===== config.mk =====
export PLATFORM = sky130hd
export DESIGN_NAME = cleaning_reminder_timer
export DESIGN_NICKNAME = d
export VERILOG_FILES = /design/src/rtl/cleaning_reminder_timer_pkg.sv /design/src/rtl/cleaning_reminder_timer_usage_tick_gen.sv /design/src/rtl/cleaning_reminder_timer.sv
export SDC_FILE = /design/constraint.sdc
export NUM_CORES = 1
export LEC_CHECK = 0
export CAP_MARGIN = 20
export CORE_ASPECT_RATIO = 1.75
export CORE_MARGIN = 8
export CORE_UTILIZATION = 61
export DETAILED_ROUTE_END_ITERATION = 8
export PLACE_DENSITY = 0.87
export SLEW_MARGIN = 20
export SYNTH_ARGS = -nofsm -noshare
export SYNTH_HDL_FRONTEND = slang
export SYNTH_SLANG_ARGS = --single-unit

===== constraint.sdc =====
create_clock -name clk -period 4.7 [get_ports clk]
set_input_delay 0.705 -clock clk [delete_from_list [all_inputs] [get_ports clk]]
set_output_delay 0.705 -clock clk [all_outputs]
set_load 0.03 [all_outputs]

===== src/rtl/cleaning_reminder_timer_pkg.sv =====
// Shared state encodings and default constants for the cleaning reminder timer.
package cleaning_reminder_timer_pkg;

  typedef enum logic [1:0] {
    ST_COUNTING = 2'd0,
    ST_ALERT    = 2'd1,
    ST_MUTED    = 2'd2
  } crt_state_e;

  localparam int unsigned DEF_TICK_DIV  = 100_000_000;
  localparam int unsigned DEF_BEEP_HALF = 50_000_000;
  localparam int unsigned DEF_MUTE_S    = 300;
  localparam int unsigned DEF_TIME_W    = 32;

  // Counter width able to hold 0..n-1, never narrower than one bit.
  function automatic int unsigned cnt_w(input int unsigned n);
    return (n > 1) ? $clog2(n) : 1;
  endfunction

endpackage


===== src/rtl/cleaning_reminder_timer_usage_tick_gen.sv =====
// Fan-gated prescaler: emits a one-cycle tick per TICK_DIV cycles of fan operation.
module usage_tick_gen
  import cleaning_reminder_timer_pkg::*;
#(
  parameter int unsigned TICK_DIV = DEF_TICK_DIV
) (
  input  logic clk,
  input  logic rst_n,
  input  logic clear,
  input  logic fan_on,
  output logic tick_c
);

  localparam int unsigned PW = cnt_w(TICK_DIV);

  logic [PW-1:0] pre_cnt;
  logic          at_wrap;

  assign at_wrap = (pre_cnt == PW'(TICK_DIV - 1));
  assign tick_c  = fan_on && at_wrap;

  // Count holds while the fan is off so partial seconds are not lost.
  always_ff @(posedge clk) begin
    if (!rst_n || clear) begin
      pre_cnt <= '0;
    end else if (fan_on) begin
      if (at_wrap) pre_cnt <= '0;
      else         pre_cnt <= pre_cnt + PW'(1);
    end
  end

endmodule


===== src/rtl/cleaning_reminder_timer.sv =====
// Fan run-time accounting with threshold alert, 1 Hz beep cadence, mute re-arm and clean acknowledge.
module cleaning_reminder_timer
  import cleaning_reminder_timer_pkg::*;
#(
  parameter int unsigned TICK_DIV  = DEF_TICK_DIV,
  parameter int unsigned BEEP_HALF = DEF_BEEP_HALF,
  parameter int unsigned MUTE_S    = DEF_MUTE_S,
  parameter int unsigned TIME_W    = DEF_TIME_W
) (
  input  logic              clk,
  input  logic              rst_n,
  input  logic              fan_on,
  input  logic [TIME_W-1:0] threshold_s,
  input  logic              mute_btn,
  input  logic              clean_btn,
  output logic              cleaning_reminder,
  output logic              alert_led,
  output logic [TIME_W-1:0] usage_s,
  output logic [1:0]        state_o
);

  localparam int unsigned BW = cnt_w(BEEP_HALF);
  localparam int unsigned MW = cnt_w(MUTE_S + 1);

  crt_state_e        state, state_nxt;
  logic [TIME_W-1:0] usage_nxt;
  logic [BW-1:0]     beep_cnt, beep_cnt_nxt;
  logic              beep_phase, beep_phase_nxt;
  logic [MW-1:0]     mute_cnt, mute_cnt_nxt;
  logic              mute_q, clean_q;
  logic              mute_edge_c, clean_edge_c;
  logic              tick_c;
  logic              reminder_nxt, led_nxt;

  assign mute_edge_c  = mute_btn & ~mute_q;
  assign clean_edge_c = clean_btn & ~clean_q;
  assign state_o      = state;

  usage_tick_gen #(
    .TICK_DIV (TICK_DIV)
  ) u_tick (
    .clk    (clk),
    .rst_n  (rst_n),
    .clear  (clean_edge_c),
    .fan_on (fan_on),
    .tick_c (tick_c)
  );

  // State and counter registers.
  always_ff @(posedge clk) begin
    if (!rst_n) begin
      state             <= ST_COUNTING;
      usage_s           <= '0;
      beep_cnt          <= '0;
      beep_phase        <= 1'b0;
      mute_cnt          <= '0;
      mute_q            <= 1'b0;
      clean_q           <= 1'b0;
      cleaning_reminder <= 1'b0;
      alert_led         <= 1'b0;
    end else begin
      state             <= state_nxt;
      usage_s           <= usage_nxt;
      beep_cnt          <= beep_cnt_nxt;
      beep_phase        <= beep_phase_nxt;
      mute_cnt          <= mute_cnt_nxt;
      mute_q            <= mute_btn;
      clean_q           <= clean_btn;
      cleaning_reminder <= reminder_nxt;
      alert_led         <= led_nxt;
    end
  end

  // Next-state, counter and output decode.
  always_comb begin
    state_nxt      = state;
    usage_nxt      = usage_s;
    beep_cnt_nxt   = beep_cnt;
    beep_phase_nxt = beep_phase;
    mute_cnt_nxt   = mute_cnt;

    if (tick_c && (usage_s != '1)) usage_nxt = usage_s + TIME_W'(1);

    case (state)
      ST_COUNTING: begin
        beep_cnt_nxt   = '0;
        beep_phase_nxt = 1'b0;
        mute_cnt_nxt   = '0;
        if ((threshold_s != '0) && (usage_s >= threshold_s)) begin
          state_nxt      = ST_ALERT;
          beep_phase_nxt = 1'b1;
        end
      end
      ST_ALERT: begin
        if (mute_edge_c) begin
          state_nxt    = ST_MUTED;
          mute_cnt_nxt = '0;
        end else if (beep_cnt == BW'(BEEP_HALF - 1)) begin
          beep_cnt_nxt   = '0;
          beep_phase_nxt = ~beep_phase;
        end else begin
          beep_cnt_nxt = beep_cnt + BW'(1);
        end
      end
      ST_MUTED: begin
        // The re-arm fires on the tick that brings the mute count to MUTE_S.
        if (tick_c) begin
          if (mute_cnt == MW'(MUTE_S - 1)) begin
            state_nxt      = ST_ALERT;
            beep_cnt_nxt   = '0;
            beep_phase_nxt = 1'b1;
            mute_cnt_nxt   = '0;
          end else begin
            mute_cnt_nxt = mute_cnt + MW'(1);
          end
        end
      end
      default: begin
        state_nxt      = ST_COUNTING;
        beep_cnt_nxt   = '0;
        beep_phase_nxt = 1'b0;
        mute_cnt_nxt   = '0;
      end
    endcase

    if (clean_edge_c) begin
      state_nxt      = ST_COUNTING;
      usage_nxt      = '0;
      beep_cnt_nxt   = '0;
      beep_phase_nxt = 1'b0;
      mute_cnt_nxt   = '0;
    end

    reminder_nxt = (state_nxt == ST_ALERT) && beep_phase_nxt;
    led_nxt      = (state_nxt != ST_COUNTING);
  end

endmodule


==> flow_metrics.env, run 1 <==
export IMPL_cts_root_buf="clkbuf_16"
export IMPL_cts_buffers=9
export IMPL_rows=47
export IMPL_place_congestion=0.883
export IMPL_vias=5810
export IMPL_synthCells=722
export IMPL_cts_setup_buffers=0
export IMPL_ir_drop_v=0.000224
export IMPL_post_drt_wl_per_cell_um=17.7
export IMPL_ys_flop_type="dfxtp_1"
export IMPL_clock_path_buffers=2
export IMPL_synth_top_area_frac=0.346
export IMPL_startpoint_type="input pin"
export IMPL_fin_crit_sh=0.683
export IMPL_ff_latch_area_um2=2020
export IMPL_grt_antenna_before_repair=0
export IMPL_grt_pass1_wl_um=26900
export IMPL_die_x_um=90.0
export IMPL_final_area_um2=6990
export IMPL_path_max_fanout=16
export IMPL_drv_cap=0
export IMPL_die_h_um=146
export IMPL_n_antenna_cell=0
export IMPL_layout_cells_non_filler=917
export IMPL_fmax_mhz=312
export IMPL_timing_hold_ws_ps=496
export IMPL_cpLargestDelayFamily="simple AND/OR/NAND/NOR gates"
export IMPL_path_clk_slew_ps=70
export IMPL_area_growth_pct=19.5
export IMPL_sw_frac_of_total=0.220
export IMPL_drt_total_wl_um=16200
export IMPL_powerDensity_nw_per_um2=243
export IMPL_drt_iter0_drc=336
export IMPL_hpwl_um=12200
export IMPL_grt_use_total=0.245
export IMPL_power_leakage_nw=2.41
export IMPL_crit_type="in -> reg"
export IMPL_cts_resized=0
export IMPL_syn_nets=795
export IMPL_slowest_stage="clkdlybuf4s50_1"
export IMPL_grt_overflow_total=0
export IMPL_finalSetupTns_ps=0
export IMPL_final_hold_viol_count=0
export IMPL_clkPwrFrac=0.445
export IMPL_finalClockSkew_ps=8.35
export IMPL_required_ps=4980
export IMPL_drc_errors=0
export IMPL_grt_pass1_vias=6040
export IMPL_p_sw_mw=0.373
export IMPL_clock_sinks=101
export IMPL_maxSlewHeadroom=0.440
export IMPL_ys_async_sr_fraction=0
export IMPL_port_buffers=72
export IMPL_arrival_ps=3490
export IMPL_initial_core_util=0.622
export IMPL_path_cells="clkdlybuf4s50_1 -> nand4_1 -> nor4_4 -> nand2_2 -> or3_1 -> or3_1 -> a21oi_1"
export IMPL_cp_end_kind="register"
export IMPL_period_needed_ps=3210
export IMPL_dr_pass1_iters=5
export IMPL_tightest_slew_ps=834
export IMPL_synth_cell_types=59
export IMPL_viasPerCell=6.34
export IMPL_slowest_delay_ps=610
export IMPL_die_area_um2=13100
export IMPL_post_dp_cell_area_um2=6690
export IMPL_synth_seq_cells=101
export IMPL_rsz0062_at_grt="false"
export IMPL_yosys_top_cells_area="dfxtp_1, ha_1, xnor2_1"
export IMPL_htree_levels=3
export IMPL_yosysWarnings=0
export IMPL_ys_seq_area_frac=0.346
export IMPL_status="complete, no violations"
export IMPL_slew_viol_final=0
export IMPL_combPwrFrac=0.050
export IMPL_synth_avg_cell_area_um2=8.10
export IMPL_crit_top_cell="or3_1"
export IMPL_clkLatencyLatePin_ps=350
export IMPL_fillerInstances=708
export IMPL_synth_edf_count=0
export IMPL_cts_hold_fix_buffers=0
export IMPL_antenna_left=0
export IMPL_nets=863
export IMPL_synth_area_um2=5850
export IMPL_mostFrequentLayoutCell="nor2_1"
export IMPL_drive_gt1_frac=0.0516
export IMPL_path_buf_inv=1
export IMPL_layout_common_cells="nor2_1, dfxtp_1, clkdlybuf4s50_1"
export IMPL_placed_cells=901
export IMPL_yosys_area_top_type="dfxtp_1"
export IMPL_hp_class="reg -> reg"
export IMPL_pwr_share_seq=0.506
export IMPL_multi_input_area_um2=3590
export IMPL_p_int_mw=1.32
export IMPL_finalSetupViolCount=0
export IMPL_grt_max_degree=36
export IMPL_num_io_pins=73
export IMPL_core_um2=9410
export IMPL_cts_tree="built"
==> power groups by stage <==
stage	clock, mW	sequential, mW	combinational, mW
floorplan	0	0.878	0.0351
global placement	0	0.878	0.0794
detailed placement	0	0.878	0.0830
CTS	0.764	0.858	0.0837
global route	0.796	0.858	0.0926
finish	0.755	0.858	0.0842
==> layer usage <==
layer	wire [µm]	vias to the layer above	global-route usage
met5	0	-	0
met3	855	65	0.0594
li1	-	2719	-
met4	697	0	0.146
met2	8680	254	0.453
met1	6000	2772	0.238
==> worst paths after layout <==
path / slack (ps) / endpoint / start / cells after the start
hold reg to reg: 500 / beep_cnt[5]$_SDFFE_PP0P_ / beep_cnt[5]$_SDFFE_PP0P_ / 2
setup reg to reg: 1830 / usage_s[21]$_SDFFE_PP0P_ / u_tick.pre_cnt[12]$_SDFFE_PP0P_ / 6
setup / recovery: 1490 / usage_s[21]$_SDFFE_PP0P_ / fan_on / 7
hold / removal: 500 / beep_cnt[5]$_SDFFE_PP0P_ / beep_cnt[5]$_SDFFE_PP0P_ / 2
==> registers in the layout, indices dropped and copies added (netlist names), 2 cells and up <==
signal,cells
usage_s,32
u_tick.pre_cnt,27
mute_cnt,9
beep_cnt,26
state_o,2
==> worst reg2reg max path: stages, from the launching register on <==
cell and delay, ps:
dfxtp_1 380, or4b_4 550, nor4_4 460, nand2_2 310, or3_1 570, or3_1 400
a21oi_1 140
==> stage by stage <==
step	util	power [mW]	setup slack [ps]
after floorplan	-	0.913	1960
after global placement	0.711	0.957	1280
after global routing	0.743	1.75	1260
final	0.743	1.70	1490
after CTS	0.743	1.71	1480
after detailed placement	0.711	0.961	1120
==> logic make-up (layout without fill, tap and decap cells) <==
family | Yosys count | after routing | share of synthesized area
AOI/OAI and AO/OA | 102 | 102 | 0.118
muxes | 4 | 4 | 0.00685
DFF | 101 | 101 | 0.346
xor gates and xnor gates | 66 | 66 | 0.0988
and+or+nand+nor | 347 | 347 | 0.311
adders and majority gates | 36 | 36 | 0.0770
buffers and inverters | 66 | 139 | 0.0430
==> cells in the mapped netlist, types with 21 or more instances <==
library cell and count:
a21oi_1 35, dfxtp_1 101, ha_1 36, inv_1 46
nand2_1 52, nand3_1 33, nand4_1 32, nor2_1 103
nor3_1 25, nor4_1 25, o21ai_0 21, xnor2_1 51
==> final cells by class <==
type | instances | share of cell area
clock buffers | 10 | 0.0342
clock inverters | 6 | 0.00877
inverters | 46 | 0.0247
multi-input cells | 555 | 0.513
flip-flops and latches | 101 | 0.289
well taps | 122 | 0.0218
repair buffers | 77 | 0.108
No activity file was read; power rests on OpenSTA's default activity.
==> run 2: changes to the inputs <==
CORE_UTILIZATION = 51   (was 61)
PLACE_DENSITY = 0.77   (was 0.87)
clock period = 2.9 ns   (was 4.7 ns; I/O delays follow)
==> run 2 against run 1 <==
Against the previous run:
- routed wire length up 1.6%
- global-route usage down 3.0 points
- combinational power up 65%
- die area up 17%
- worst setup slack worse by 1300 ps
- via count down 1.7%
- sequential share of layout area down 0.48 points
- clock power up 48%
- hold slack better by 3.4 ps
- register-to-register slack worse by 1700 ps
- non-clock buffer count up 18
- final area up 1.7%
- largest cell class unchanged
==> flow_metrics.env, run 2 (synthesized netlist as in run 1, its figures left out) <==
export IMPL_grt_antenna_before_repair=0
export IMPL_dr_pass1_iters=5
export IMPL_mostFrequentLayoutCell="nor2_1"
export IMPL_layout_common_cells="nor2_1, dfxtp_1, clkdlybuf4s50_1"
export IMPL_cts_root_buf="clkbuf_16"
export IMPL_drive_gt1_frac=0.0701
export IMPL_port_buffers=72
export IMPL_grt_max_degree=35
export IMPL_rsz0062_at_grt="false"
export IMPL_final_hold_viol_count=0
export IMPL_nets=881
export IMPL_slew_viol_final=0
export IMPL_area_growth_pct=21.6
export IMPL_multi_input_area_um2=3590
export IMPL_drc_errors=0
export IMPL_finalClockSkew_ps=4.70
export IMPL_viasPerCell=6.03
export IMPL_crit_type="reg -> reg"
export IMPL_required_ps=3140
export IMPL_arrival_ps=2980
export IMPL_grt_use_total=0.215
export IMPL_top_regs="usage_s (32), u_tick.pre_cnt (27), beep_cnt (26)"
export IMPL_die_area_um2=15300
export IMPL_hp_class="reg -> reg"
export IMPL_cts_tree="built"
export IMPL_startpoint_type="register"
export IMPL_core_um2=11400
export IMPL_grt_pass1_wl_um=27200
export IMPL_die_h_um=158
export IMPL_htree_levels=3
export IMPL_largest_register="usage_s"
export IMPL_drv_cap=0
export IMPL_finalSetupTns_ps=0
export IMPL_rows=52
export IMPL_powerDensity_nw_per_um2=372
export IMPL_clock_sinks=101
export IMPL_fillerInstances=966
export IMPL_cts_hold_fix_buffers=0
export IMPL_fin_crit_sh=0.946
export IMPL_period_needed_ps=2740
export IMPL_ir_drop_v=0.000315
export IMPL_initial_core_util=0.514
export IMPL_timing_hold_ws_ps=499
export IMPL_antenna_left=0
export IMPL_clkLatencyLatePin_ps=350
export IMPL_finalSetupViolCount=0
export IMPL_cts_resized=0
export IMPL_drt_total_wl_um=16500
export IMPL_maxSlewHeadroom=0.414
export IMPL_die_x_um=97.0
export IMPL_power_leakage_nw=2.48
export IMPL_place_congestion=0.870
export IMPL_largest_reg_flops=32
export IMPL_path_clk_slew_ps=70
export IMPL_clock_path_buffers=2
export IMPL_cts_buffers=9
export IMPL_path_max_fanout=7
export IMPL_hpwl_um=12700
export IMPL_tightest_slew_ps=866
export IMPL_post_drt_wl_per_cell_um=17.4
export IMPL_ff_latch_area_um2=2020
export IMPL_vias=5713
export IMPL_grt_overflow_total=0
export IMPL_num_io_pins=73
export IMPL_fmax_mhz=364
export IMPL_cp_end_kind="register"
export IMPL_status="complete, no violations"
export IMPL_drt_iter0_drc=338
export IMPL_grt_pass1_vias=5835
export IMPL_n_antenna_cell=0
export IMPL_cts_setup_buffers=0
-- run 2: cell count changes in the layout (fill, tap and decap cells not counted), sizes merged --
cell,previous run,this run
buf,5,23
bufinv,1,0
clkbuf,10,11
-- run 2: final cells by class --
type                            instances  share of cell area
Tap cell                              135              0.0238
Clock buffer                           11              0.0327
Inverter                               46              0.0243
Sequential cell                       101               0.284
Timing Repair Buffer                   95               0.126
Clock inverter                          5             0.00493
Multi-Input combinational cell        555               0.504
-- run 2: path summary, 6_finish.rpt --
check / slack (ps) / cells past startpoint / endpoint / start
worst max-delay path: 160 / 7 / beep_cnt[16]$_SDFFE_PP0P_ / beep_cnt[0]$_SDFFE_PP0P_
worst min-delay path: 500 / 2 / beep_cnt[15]$_SDFFE_PP0P_ / beep_cnt[15]$_SDFFE_PP0P_
worst max register to register: 160 / 7 / beep_cnt[16]$_SDFFE_PP0P_ / beep_cnt[0]$_SDFFE_PP0P_
worst min register to register: 500 / 2 / beep_cnt[15]$_SDFFE_PP0P_ / beep_cnt[15]$_SDFFE_PP0P_
-- run 2: where the power goes --
| group | leakage [nW] | internal [mW] | switching, mW | total [mW] |
|---|---|---|---|---|
| sequential | 0.814 | 1.39 | 0.00249 | 1.39 |
| combinational | 1.53 | 0.0692 | 0.0696 | 0.139 |
| clock | 0.130 | 0.584 | 0.533 | 1.12 |
| total | 2.48 | 2.04 | 0.605 | 2.65 |
-- run 2: metal layers --
metal	GRT usage	part of all wire	wire [µm]	vias up
li1	-	-	-	2764
met1	0.204	0.36	5990	2705
met2	0.402	0.53	8810	183
met3	0.0454	0.048	786	61
met4	0.150	0.055	914	0
met5	0	0	0	-
-- run 2: critical path, stage by stage, from the launching register on --
cell       delay [ps]
dfxtp_1           390
ha_1              240
nand4_1           310
nor4_1            530
nand3_1           300
a2111oi_0         600
xnor2_1           180
nor2_1             60
-- run 2: per-stage QoR --
stage               power [mW]  instance area [µm²]  setup WS (ps)  cells  utilization
finish                    2.65                 7110            156    948        0.625
global route              2.75                 7110           6.97    948        0.625
CTS                       2.67                 7110            180    948        0.625
detailed placement        1.56                 6840           34.9    932        0.601
global placement          1.55                 6840            115    932        0.601
floorplan                 1.48                 5850            364    722            -
==> run 3: changes to the inputs <==
CORE_ASPECT_RATIO = unset   (was 1.75)
==> run 3 against run 2 <==
Against the previous run:
- global-route usage is 0.51 points lower
- combinational power barely moved
- hold slack lost 2.5 ps
- flip-flop and latch count unchanged
- via count is 3.1% lower
- sequential power about the same
- maximum frequency grew 3.6%
- clock power about the same
==> flow_metrics.env, run 3 (synthesized netlist as in run 1, its figures left out) <==
export IMPL_status="complete, no violations"
export IMPL_drive_gt1_frac=0.0607
export IMPL_num_io_pins=73
export IMPL_nets=876
export IMPL_cts_setup_buffers=0
export IMPL_largest_register="usage_s"
export IMPL_drc_errors=0
export IMPL_slew_viol_final=0
export IMPL_hp_class="reg -> reg"
export IMPL_required_ps=3160
export IMPL_ir_drop_v=0.000509
export IMPL_top_regs="usage_s (32), u_tick.pre_cnt (27), beep_cnt (26)"
export IMPL_wl_met2_um=7580
export IMPL_die_x_um=123
export IMPL_die_area_um2=15200
export IMPL_initial_core_util=0.517
export IMPL_grt_antenna_before_repair=0
export IMPL_drt_iter0_drc=306
export IMPL_wl_met1_um=6900
export IMPL_startpoint_type="register"
export IMPL_layout_common_cells="nor2_1, dfxtp_1, clkdlybuf4s50_1"
export IMPL_wl_met3_um=728
export IMPL_finalPower_mw=2.68
export IMPL_ff_latch_area_um2=2020
export IMPL_cts_buffers=9
export IMPL_htree_levels=3
export IMPL_clock_path_buffers=2
export IMPL_grt_overflow_total=0
export IMPL_drv_cap=0
export IMPL_die_h_um=123
export IMPL_hpwl_um=11900
export IMPL_layout_cells_non_filler=950
export IMPL_grt_pass1_wl_um=25600
export IMPL_cts_tree="built"
export IMPL_mostFrequentLayoutCell="nor2_1"
export IMPL_cp_end_kind="register"
export IMPL_power_leakage_nw=2.46
export IMPL_clock_sinks=101
export IMPL_fin_crit_sh=0.913
export IMPL_place_congestion=0.857
export IMPL_cts_root_buf="clkbuf_16"
export IMPL_post_dp_cell_area_um2=6820
export IMPL_grt_max_degree=35
export IMPL_drt_total_wl_um=15500
export IMPL_rows=39
export IMPL_maxSlewHeadroom=0.487
export IMPL_path_cells="or4b_4 -> nor4_4 -> nand3_4 -> a2111oi_4 -> mux2i_1 -> nor4_2"
export IMPL_powerDensity_nw_per_um2=379
export IMPL_crit_type="reg -> reg"
export IMPL_core_um2=11300
export IMPL_tightest_slew_ps=766
export IMPL_highest_layer="met4"
export IMPL_finalSetupTns_ps=0
export IMPL_timing_hold_ws_ps=497
export IMPL_rsz0062_at_grt="false"
export IMPL_path_clk_slew_ps=60
export IMPL_viasPerCell=5.83
export IMPL_grt_use_total=0.210
export IMPL_finalClockSkew_ps=11.1
export IMPL_final_area_um2=7090
export IMPL_post_drt_wl_per_cell_um=16.3
export IMPL_slowest_stage="a2111oi_4"
export IMPL_cts_resized=0
export IMPL_n_antenna_cell=0
export IMPL_dr_pass1_iters=4
export IMPL_finalSetupViolCount=0
export IMPL_path_max_fanout=11
export IMPL_fmax_mhz=378
export IMPL_arrival_ps=2910
export IMPL_slowest_delay_ps=550
export IMPL_period_needed_ps=2650
export IMPL_final_hold_viol_count=0
export IMPL_cts_hold_fix_buffers=0
export IMPL_vias=5537
export IMPL_area_growth_pct=21.2
export IMPL_placed_cells=935
export IMPL_fillerInstances=986
export IMPL_port_buffers=72
export IMPL_antenna_left=0
export IMPL_multi_input_area_um2=3590
export IMPL_clkLatencyLatePin_ps=350
export IMPL_grt_pass1_vias=5404
export IMPL_largest_reg_flops=32
==> run 3: through the flow <==
stage / setup slack (ps) / util
2_1_floorplan: 364 / -
3_3_place_gp: 113 / 0.602
3_5_place_dp: -23.2 / 0.602
4_1_cts: 246 / 0.626
5_1_grt: 34.6 / 0.626
6_report: 252 / 0.626
==> run 3: report_power, final <==
part | switching [mW] | leakage, nW | internal, mW | total (mW)
Clock | 0.490 | 0.134 | 0.664 | 1.15
Sequential | 0.00230 | 0.814 | 1.39 | 1.39
Combinational | 0.0676 | 1.51 | 0.0700 | 0.138
==> run 3: worst paths after layout <==
| kind | to | slack [ps] | depth (start not counted) | startpoint |
|---|---|---|---|---|
| max | beep_cnt[24]$_SDFFE_PP0P_ | 250 | 6 | u_tick.pre_cnt[12]$_SDFFE_PP0P_ |
| min | beep_cnt[15]$_SDFFE_PP0P_ | 500 | 2 | beep_cnt[15]$_SDFFE_PP0P_ |
| max reg2reg | beep_cnt[24]$_SDFFE_PP0P_ | 250 | 6 | u_tick.pre_cnt[12]$_SDFFE_PP0P_ |
| min reg2reg | beep_cnt[15]$_SDFFE_PP0P_ | 500 | 2 | beep_cnt[15]$_SDFFE_PP0P_ |
==> run 3: layout make-up <==
| type | count | share of cell area |
|---|---|---|
| clock buffer | 13 | 0.0339 |
| clock inverter | 2 | 0.00494 |
| inverter | 46 | 0.0244 |
| multi-input combinational | 555 | 0.506 |
| sequential | 101 | 0.285 |
| tap | 143 | 0.0252 |
| timing repair buffer | 90 | 0.121 |
==> run 3: worst max-delay path: cells and delay by family, from the launching register on <==
family / cells / cell delay (ps)
AO/OA/AOI/OAI: 1 / 550
flip-flops: 1 / 370
multiplexers: 1 / 180
AND/OR/NAND/NOR: 4 / 1450
==> run 3: layer usage <==
metal / global-route usage / vias up
li1: - / 2759
met1: 0.254 / 2634
met2: 0.363 / 119
met3: 0.0475 / 25
met4: 0.0647 / 0
met5: 0 / -
